**config.mk**
```make
export PLATFORM = sky130hd
export DESIGN_NAME = mrd_rdx2345_wrback_flat
export DESIGN_NICKNAME = d
export VERILOG_FILES = /design/src/rtl/mrd_rdx2345_wrback_if.sv /design/src/rtl/mrd_rdx2345_wrback.sv /design/src/flat_wrapper.sv
export SDC_FILE = /design/constraint.sdc
export NUM_CORES = 1
export LEC_CHECK = 0
export ABC_AREA = 1
export ABC_CLOCK_PERIOD_IN_PS = 3150
export CORE_MARGIN = 10
export CORE_UTILIZATION = 40
export DETAILED_ROUTE_END_ITERATION = 7
export PLACE_DENSITY = 0.69
export SYNTH_ARGS = -nofsm -noshare
export SYNTH_HDL_FRONTEND = slang
export SYNTH_SLANG_ARGS = --single-unit
```
**constraint.sdc**
```tcl
create_clock -name clk -period 3.15 [get_ports clk]
set_input_delay 0.63 -clock clk [delete_from_list [all_inputs] [get_ports clk]]
set_output_delay 0.63 -clock clk [all_outputs]
set_load 0.005 [all_outputs]
```
**src/rtl/mrd_rdx2345_wrback_if.sv**
```systemverilog
// mrd_rdx2345_wrback_if: butterfly beat input and per-bank write bus of the write-back stage
interface mrd_rdx2345_wrback_if #(
   parameter int wData = 18,
   parameter int wAddr = 8
);
   logic                    in_valid;
   logic signed [wData-1:0] in_real       [0:4];
   logic signed [wData-1:0] in_imag       [0:4];
   logic [2:0]              in_bank_index [0:4];
   logic [wAddr-1:0]        in_bank_addr  [0:4];
   logic [3:0]              in_exp;
   logic                    wren          [0:4];
   logic [wAddr-1:0]        wraddr        [0:4];
   logic signed [wData-1:0] wrdata_real   [0:4];
   logic signed [wData-1:0] wrdata_imag   [0:4];
   modport master (
      output in_valid, in_real, in_imag, in_bank_index, in_bank_addr, in_exp,
      input  wren, wraddr, wrdata_real, wrdata_imag
   );
   modport slave (
      input  in_valid, in_real, in_imag, in_bank_index, in_bank_addr, in_exp,
      output wren, wraddr, wrdata_real, wrdata_imag
   );
endinterface

```
**src/rtl/mrd_rdx2345_wrback.sv**
```systemverilog
// mrd_rdx2345_wrback: routes 5-lane butterfly results to RAM banks, counts stage beats, flags errors
module mrd_rdx2345_wrback #(
   parameter int wData = 18,
   parameter int wAddr = 8,
   parameter int wLen  = 10
) (
   input  logic                 clk,
   input  logic                 rst,
   input  logic                 sop,
   input  logic [wLen-1:0]      stage_len,
   mrd_rdx2345_wrback_if.slave  bus,
   output logic                 stage_done,
   output logic [3:0]           exp_stage,
   output logic [wLen-1:0]      beat_cnt,
   output logic                 err_conflict,
   output logic                 err_index,
   output logic                 err_unexp
);
   typedef enum logic [1:0] {IDLE, RUN, DONE} state_t;
   state_t                  state, state_nx;
   logic [wLen-1:0]         len_q, len_eff, cnt_base, cnt_nx;
   logic                    accept, last;
   logic                    s1_valid, s1_last, s1_unexp;
   logic signed [wData-1:0] s1_real [0:4];
   logic signed [wData-1:0] s1_imag [0:4];
   logic [2:0]              s1_idx  [0:4];
   logic [wAddr-1:0]        s1_addr [0:4];
   logic [4:0]              hit, dup;
   logic [2:0]              sel [0:4];
   logic                    bad_index;
   // a beat arriving with sop is beat 1 of the new stage; the beat reaching stage_len ends it
   always_comb begin
      len_eff  = sop ? stage_len : len_q;
      cnt_base = sop ? '0 : beat_cnt;
      accept   = bus.in_valid && (sop ? stage_len != '0 : state == RUN);
      cnt_nx   = cnt_base + wLen'(accept);
      last     = accept && cnt_nx == len_eff;
      state_nx = state;
      if (sop)
         state_nx = (stage_len == '0 || last) ? DONE : RUN;
      else if (state == RUN && last)
         state_nx = DONE;
   end
   // FSM, beat counter, stage length and exponent update on the edge that samples the beat
   always_ff @(posedge clk) begin
      if (rst) begin
         state     <= IDLE;
         len_q     <= '0;
         beat_cnt  <= '0;
         exp_stage <= '0;
      end else begin
         state    <= state_nx;
         len_q    <= len_eff;
         beat_cnt <= cnt_nx;
         if (accept && cnt_base == '0)
            exp_stage <= bus.in_exp;
      end
   end
   // input pipeline register; rejected beats only carry their error marker forward
   always_ff @(posedge clk) begin
      if (rst) begin
         s1_valid <= 1'b0;
         s1_last  <= 1'b0;
         s1_unexp <= 1'b0;
      end else begin
         s1_valid <= accept;
         s1_last  <= last;
         s1_unexp <= bus.in_valid && !accept;
      end
      s1_real <= bus.in_real;
      s1_imag <= bus.in_imag;
      s1_idx  <= bus.in_bank_index;
      s1_addr <= bus.in_bank_addr;
   end
   // crossbar select: scanning lanes high to low leaves the lowest matching lane selected
   always_comb begin
      hit       = '0;
      dup       = '0;
      bad_index = 1'b0;
      for (int b = 0; b < 5; b++) begin
         sel[b] = '0;
         for (int i = 4; i >= 0; i--) begin
            if (s1_idx[i] == 3'(b)) begin
               dup[b] = dup[b] | hit[b];
               hit[b] = 1'b1;
               sel[b] = 3'(i);
            end
         end
      end
      for (int i = 0; i < 5; i++)
         if (s1_idx[i] > 3'd4) bad_index = 1'b1;
   end
   // output register: bank writes, stage_done (suppressed by a new sop) and sticky error flags
   always_ff @(posedge clk) begin
      if (rst) begin
         for (int b = 0; b < 5; b++) begin
            bus.wren[b]        <= 1'b0;
            bus.wraddr[b]      <= '0;
            bus.wrdata_real[b] <= '0;
            bus.wrdata_imag[b] <= '0;
         end
         stage_done   <= 1'b0;
         err_conflict <= 1'b0;
         err_index    <= 1'b0;
         err_unexp    <= 1'b0;
      end else begin
         for (int b = 0; b < 5; b++) begin
            bus.wren[b]        <= s1_valid && hit[b];
            bus.wraddr[b]      <= (s1_valid && hit[b]) ? s1_addr[sel[b]] : '0;
            bus.wrdata_real[b] <= (s1_valid && hit[b]) ? s1_real[sel[b]] : '0;
            bus.wrdata_imag[b] <= (s1_valid && hit[b]) ? s1_imag[sel[b]] : '0;
         end
         stage_done   <= (sop && stage_len == '0) || (s1_valid && s1_last && !sop);
         err_conflict <= !sop && (err_conflict || (s1_valid && |dup));
         err_index    <= !sop && (err_index || (s1_valid && bad_index));
         err_unexp    <= !sop && (err_unexp || s1_unexp);
      end
   end
endmodule

```
**src/flat_wrapper.sv**
```systemverilog
// flat-port wrapper written by rule: the top's interface ports become plain ports
module mrd_rdx2345_wrback_flat 
#(
   parameter int wData = 18,
   parameter int wAddr = 8,
   parameter int wLen  = 10
)
  (clk, rst, sop, stage_len, stage_done, exp_stage, beat_cnt, err_conflict, err_index, err_unexp, bus_in_valid, bus_in_real, bus_in_imag, bus_in_bank_index, bus_in_bank_addr, bus_in_exp, bus_wren, bus_wraddr, bus_wrdata_real, bus_wrdata_imag);
  mrd_rdx2345_wrback_if #(.wData(wData), .wAddr(wAddr)) bus_i ();
  input  logic clk;
  input  logic rst;
  input  logic sop;
  input  logic [wLen-1:0] stage_len;
  output logic stage_done;
  output logic [3:0] exp_stage;
  output logic [wLen-1:0] beat_cnt;
  output logic err_conflict;
  output logic err_index;
  output logic err_unexp;
  input wire logic [$bits(bus_i.in_valid)-1:0] bus_in_valid;
  input wire logic [$bits(bus_i.in_real)-1:0] bus_in_real;
  input wire logic [$bits(bus_i.in_imag)-1:0] bus_in_imag;
  input wire logic [$bits(bus_i.in_bank_index)-1:0] bus_in_bank_index;
  input wire logic [$bits(bus_i.in_bank_addr)-1:0] bus_in_bank_addr;
  input wire logic [$bits(bus_i.in_exp)-1:0] bus_in_exp;
  output wire logic [$bits(bus_i.wren)-1:0] bus_wren;
  output wire logic [$bits(bus_i.wraddr)-1:0] bus_wraddr;
  output wire logic [$bits(bus_i.wrdata_real)-1:0] bus_wrdata_real;
  output wire logic [$bits(bus_i.wrdata_imag)-1:0] bus_wrdata_imag;
  assign bus_i.in_valid = bus_in_valid;
  assign bus_i.in_real = {>>{bus_in_real}};
  assign bus_i.in_imag = {>>{bus_in_imag}};
  assign bus_i.in_bank_index = {>>{bus_in_bank_index}};
  assign bus_i.in_bank_addr = {>>{bus_in_bank_addr}};
  assign bus_i.in_exp = bus_in_exp;
  assign bus_wren = {>>{bus_i.wren}};
  assign bus_wraddr = {>>{bus_i.wraddr}};
  assign bus_wrdata_real = {>>{bus_i.wrdata_real}};
  assign bus_wrdata_imag = {>>{bus_i.wrdata_imag}};
  mrd_rdx2345_wrback #(.wData(wData), .wAddr(wAddr), .wLen(wLen)) u_core (.clk(clk), .rst(rst), .sop(sop), .stage_len(stage_len), .bus(bus_i), .stage_done(stage_done), .exp_stage(exp_stage), .beat_cnt(beat_cnt), .err_conflict(err_conflict), .err_index(err_index), .err_unexp(err_unexp));
endmodule
```
==> implementation parameters, run 1 <==
Parameter                              Value

Run status
  Result of the run    finished, final reports clean

Clock network
  CTS root buf    sky130_fd_sc_hd__clkbuf_16
  Number of clock buffers inserted by TritonCTS    between 50 and 60
  Post-cts repair resize count    0
  Cts-stage hold buffer count    0
  Post-CTS clock slew at the launch and capture registers of the worst setup and hold paths    around 0.060 ns
  Number of H-tree levels    2
  Post-CTS Setup Inserts    0
  CTS sink cnt    493
  Latest clock arrival within the worst-skew pair    0.60 ns
  CTS tree    done
  CTS max path bufs    3

Floorplan
  Width of the die    roughly 250 µm
  Die area    63100 µm²
  Chip height    approximately 250 µm
  Starting Density    40.5%
  Total I/O pin count    about 500
  Core Footprint    roughly 53000 µm²
  Total number of placement rows    84

Timing
  Slew headroom    between 40% and 50%
  Setup Total Neg Slack    0 ns
  Final critical delay including setup and external delays    2.83 ns
  Setup repair after global routing missed its margin    no
  Transition time at the pin with the least slew margin    slightly below 0.9 ns
  Post-route worst setup slack    0.323 ns
  Max-slew violations    0
  Worst Hold Margin    roughly 0.47 ns
  Setup clock skew after layout    between 0.02 and 0.025 ns
  Final Hold Vio Count    0
  Setup violations, final    0
  Fmax    approximately 350 MHz
  Share of the clock period used by the worst path    approximately 90%

Placement
  Cell count after placement    4036
  HPWL reported at the end of detailed placement    60100 µm
  GPL Wtd Cong    0.910
  Number of buffers added on ports    495
  Pre-CTS setup slack    -0.417 ns

GRT
  Antenna violations before repair    21
  Maximum number of pins on one net before global-route repair    69
  Via count of the first global-routing pass    roughly 22000
  Global-route wire length before repair    136000 µm
  Total congestion overflow after global routing    0
  Total Routing Usage GR    between 20 and 30%

Worst setup path
  Critical-path maximum fanout    4
  Arrival time of data at the critical path endpoint    3.32 ns
  Number of buffer and inverter instances along the worst setup path    3
  Top delay family on crit path    simple AND/OR/NAND/NOR gates
  Reg2Reg Launch Point    u_core.state[0]
  Cell repeated most along the worst path    sky130_fd_sc_hd__nand2_1
  CP Capture Type    register
  Data required time at the worst endpoint    roughly 3.6 ns
  Capture instance of the worst register-to-register path    u_core.state[0]
  Sequence of cells on the critical path    clkdlybuf4s50_1, inv_1, nand2_1, nor2_4, nand3_1, nand2_1, nor2_1, ha_1, ha_1, nand3_2, o21ai_0, buf_4, nand3b_1, nand2_1, nand3_1, nor2_2, nand3_1, nand2_1, nand2_1, nand2_1, nor2_1
  Logic depth of the worst register-to-register path    18
  Cell depth of the worst setup path    21
  Kind of critical path    input pin to register
  Reg-to-reg slack, setup    0.63 ns
  Kind of start point of the critical path    input pin
  Worst path slowest cell    sky130_fd_sc_hd__clkdlybuf4s50_1
  Crit-path max cell delay    0.45 ns

Yosys
  Area share of the leading cell type in the synthesized netlist    between 40 and 50%
  Net Count, Synth    roughly 3200
  Avg Synthesized Cell Area    7.20 µm²
  Sequential fraction of the synthesis area    a little under half
  Netlist area before placement    around 21000 µm²
  Register bit total from synthesis    between 400 and 500
  Number of warning messages in the yosys log    0
  Largest cells by area after synthesis    sky130_fd_sc_hd__dfxtp_1, sky130_fd_sc_hd__o21ai_0, sky130_fd_sc_hd__a21oi_1, sky130_fd_sc_hd__nand2_1, sky130_fd_sc_hd__nor2_1
  Number of library cell types mapped by synthesis    39
  Cell type contributing the most total cell area after synthesis    sky130_fd_sc_hd__dfxtp_1
  Instance count of the mapped netlist    2970

Layout
  Cell Count, Final, Fillers Out    between 4000 and 5000
  Ratio of cells with drive above 1 in the final layout    6.94%
  Number of nets in the finished design    3658
  Filler cell count in the final layout    between 4000 and 5000
  Most used cells in the layout excluding fill and tap cells    sky130_fd_sc_hd__o21ai_0, sky130_fd_sc_hd__clkdlybuf4s50_1, sky130_fd_sc_hd__dfxtp_1
  Leading cell type in the layout, fill and taps excluded    sky130_fd_sc_hd__o21ai_0
  Layout-stage area growth over the synthesis result    36.2%

Routing
  Detailed-routing iteration count for the pre-antenna-repair pass    7
  Overall routed net length    approximately 90000 µm
  Routed wirelength normalized by instance count    between 20 and 25 µm
  Antenna viol nets, final    0
  First-iteration detailed-routing DRC count    approximately 3500
  Via density per instance    5.57
  Remaining design rule violation count    0
  Number of vias in the routed layout    23100

Power and ir drop
  IR drop worst, VDD    around 0.43 mV
  Power Density    523 nW/µm²
  Leakage power    approximately 13 nW
  Overall Power    about 15 mW

Min path
  Capture endpoint of the worst hold path    u_core.err_conflict
  Min-Delay Path Class    register to register
  Worst min-delay path startpoint    u_core.err_conflict
  Min-Delay Path Depth    2

Job
  MaxCap Viol Count    0
[where the power goes]
group / internal [mW] / switching [mW] / leakage [nW]
combinational: 0.870 / 1.34 / 7.79
clock: 3.73 / 2.63 / 0.862
sequential: 6.47 / 0.183 / 4.07
total: 11.1 / 4.16 / 12.7
[how the worst max path moves through the flow]
stage	startpoint	end	slack (ns)
after floorplan	sop	u_core.state[0]	0.10
after global routing	stage_len[7]	u_core.state[0]	0.009
after global placement	stage_len[7]	u_core.state[0]	-0.36
after CTS	stage_len[7]	u_core.state[0]	0.22
final	stage_len[8]	u_core.state[0]	0.32
after detailed placement	stage_len[7]	u_core.state[0]	-0.42
[per-stage QoR]
step / utilization [%] / instance area (µm²)
after floorplan: - / 21400
after global placement: 51.7 / 27300
after detailed placement: 51.7 / 27300
after CTS: 55.1 / 29100
after global routing: 55.2 / 29100
final: 55.2 / 29100
[per-layer routing]
layer	global-route usage [%]	up-vias	share of wire (%)
met1	35.2	10300	38
met5	0	-	0.032
met3	6.86	307	12
li1	-	10700	-
met4	15.1	4	4.8
met2	43.4	1708	45
[cells by family after synthesis]
kind of cell	after synthesis	share of synthesized area (%)
buf+inv	547	10.2
compound gates	1097	27.8
xor+xnor	2	0.146
flops	493	46.2
simple gates	829	15.6
fa+ha+maj	2	0.117
[worst reg2reg max path, delay by kind of cell (launching register included)]
family,cells,cell delay [ns]
compound gates,2,0.42
fa+ha+maj,2,0.39
buf+inv,2,0.20
flops,1,0.31
simple gates,12,1.11
[area by class of cell]
cell class / count / area [µm²] / share of cell area [%]
antenna: 17 / 42.5 / 0.146
clock buffer: 72 / 1530 / 5.25
clock inverter: 23 / 249 / 0.855
inverter: 341 / 1280 / 4.40
multi-input combinational: 1930 / 9460 / 32.5
sequential: 493 / 9870 / 33.9
tap: 688 / 861 / 2.96
timing repair buffer: 584 / 5830 / 20.0
[registers in the layout (all words and copies together), names as in the netlist, 4 cells and up]
signal                  count
u_core.s1_addr             40
u_core.bus.wrdata_real     90
u_core.s1_idx              15
u_core.bus.wren             5
u_core.s1_real             90
u_core.bus.wraddr          40
u_core.len_q               10
u_core.exp_stage            4
u_core.beat_cnt            10
u_core.bus.wrdata_imag     90
u_core.s1_imag             90
[synthesized netlist by cell type, drive strengths merged]
| library cell | number |
|---|---|
| o21ai | 629 |
| dfxtp | 493 |
| nand2 | 376 |
| nor2 | 345 |
| inv | 341 |
| a21oi | 326 |
| clkbuf | 120 |
| o211ai | 88 |
| buf | 86 |
| nand3 | 83 |
| a311oi | 43 |
| nand4 | 8 |
| nor3 | 6 |
| or2 | 6 |
| a211oi | 4 |
| o31ai | 3 |
| ha | 2 |
| nand3b | 2 |
| nor4 | 2 |
| a21boi | 1 |
| a31oi | 1 |
| and3 | 1 |
| o2111ai | 1 |
| o22ai | 1 |
| xnor3 | 1 |
| xor2 | 1 |
No activity file was read; power rests on OpenSTA's default activity.
==> inputs of run 2 (changes only) <==
--- a/config.mk
+++ b/config.mk
@@ -11,6 +11,7 @@
 export CORE_UTILIZATION = 40
 export DETAILED_ROUTE_END_ITERATION = 7
 export PLACE_DENSITY = 0.69
+export SLEW_MARGIN = 40
 export SYNTH_ARGS = -nofsm -noshare
 export SYNTH_HDL_FRONTEND = slang
 export SYNTH_SLANG_ARGS = --single-unit
==> results of run 2 <==
The final DEF is identical to that of run 1; final timing and power are the same.
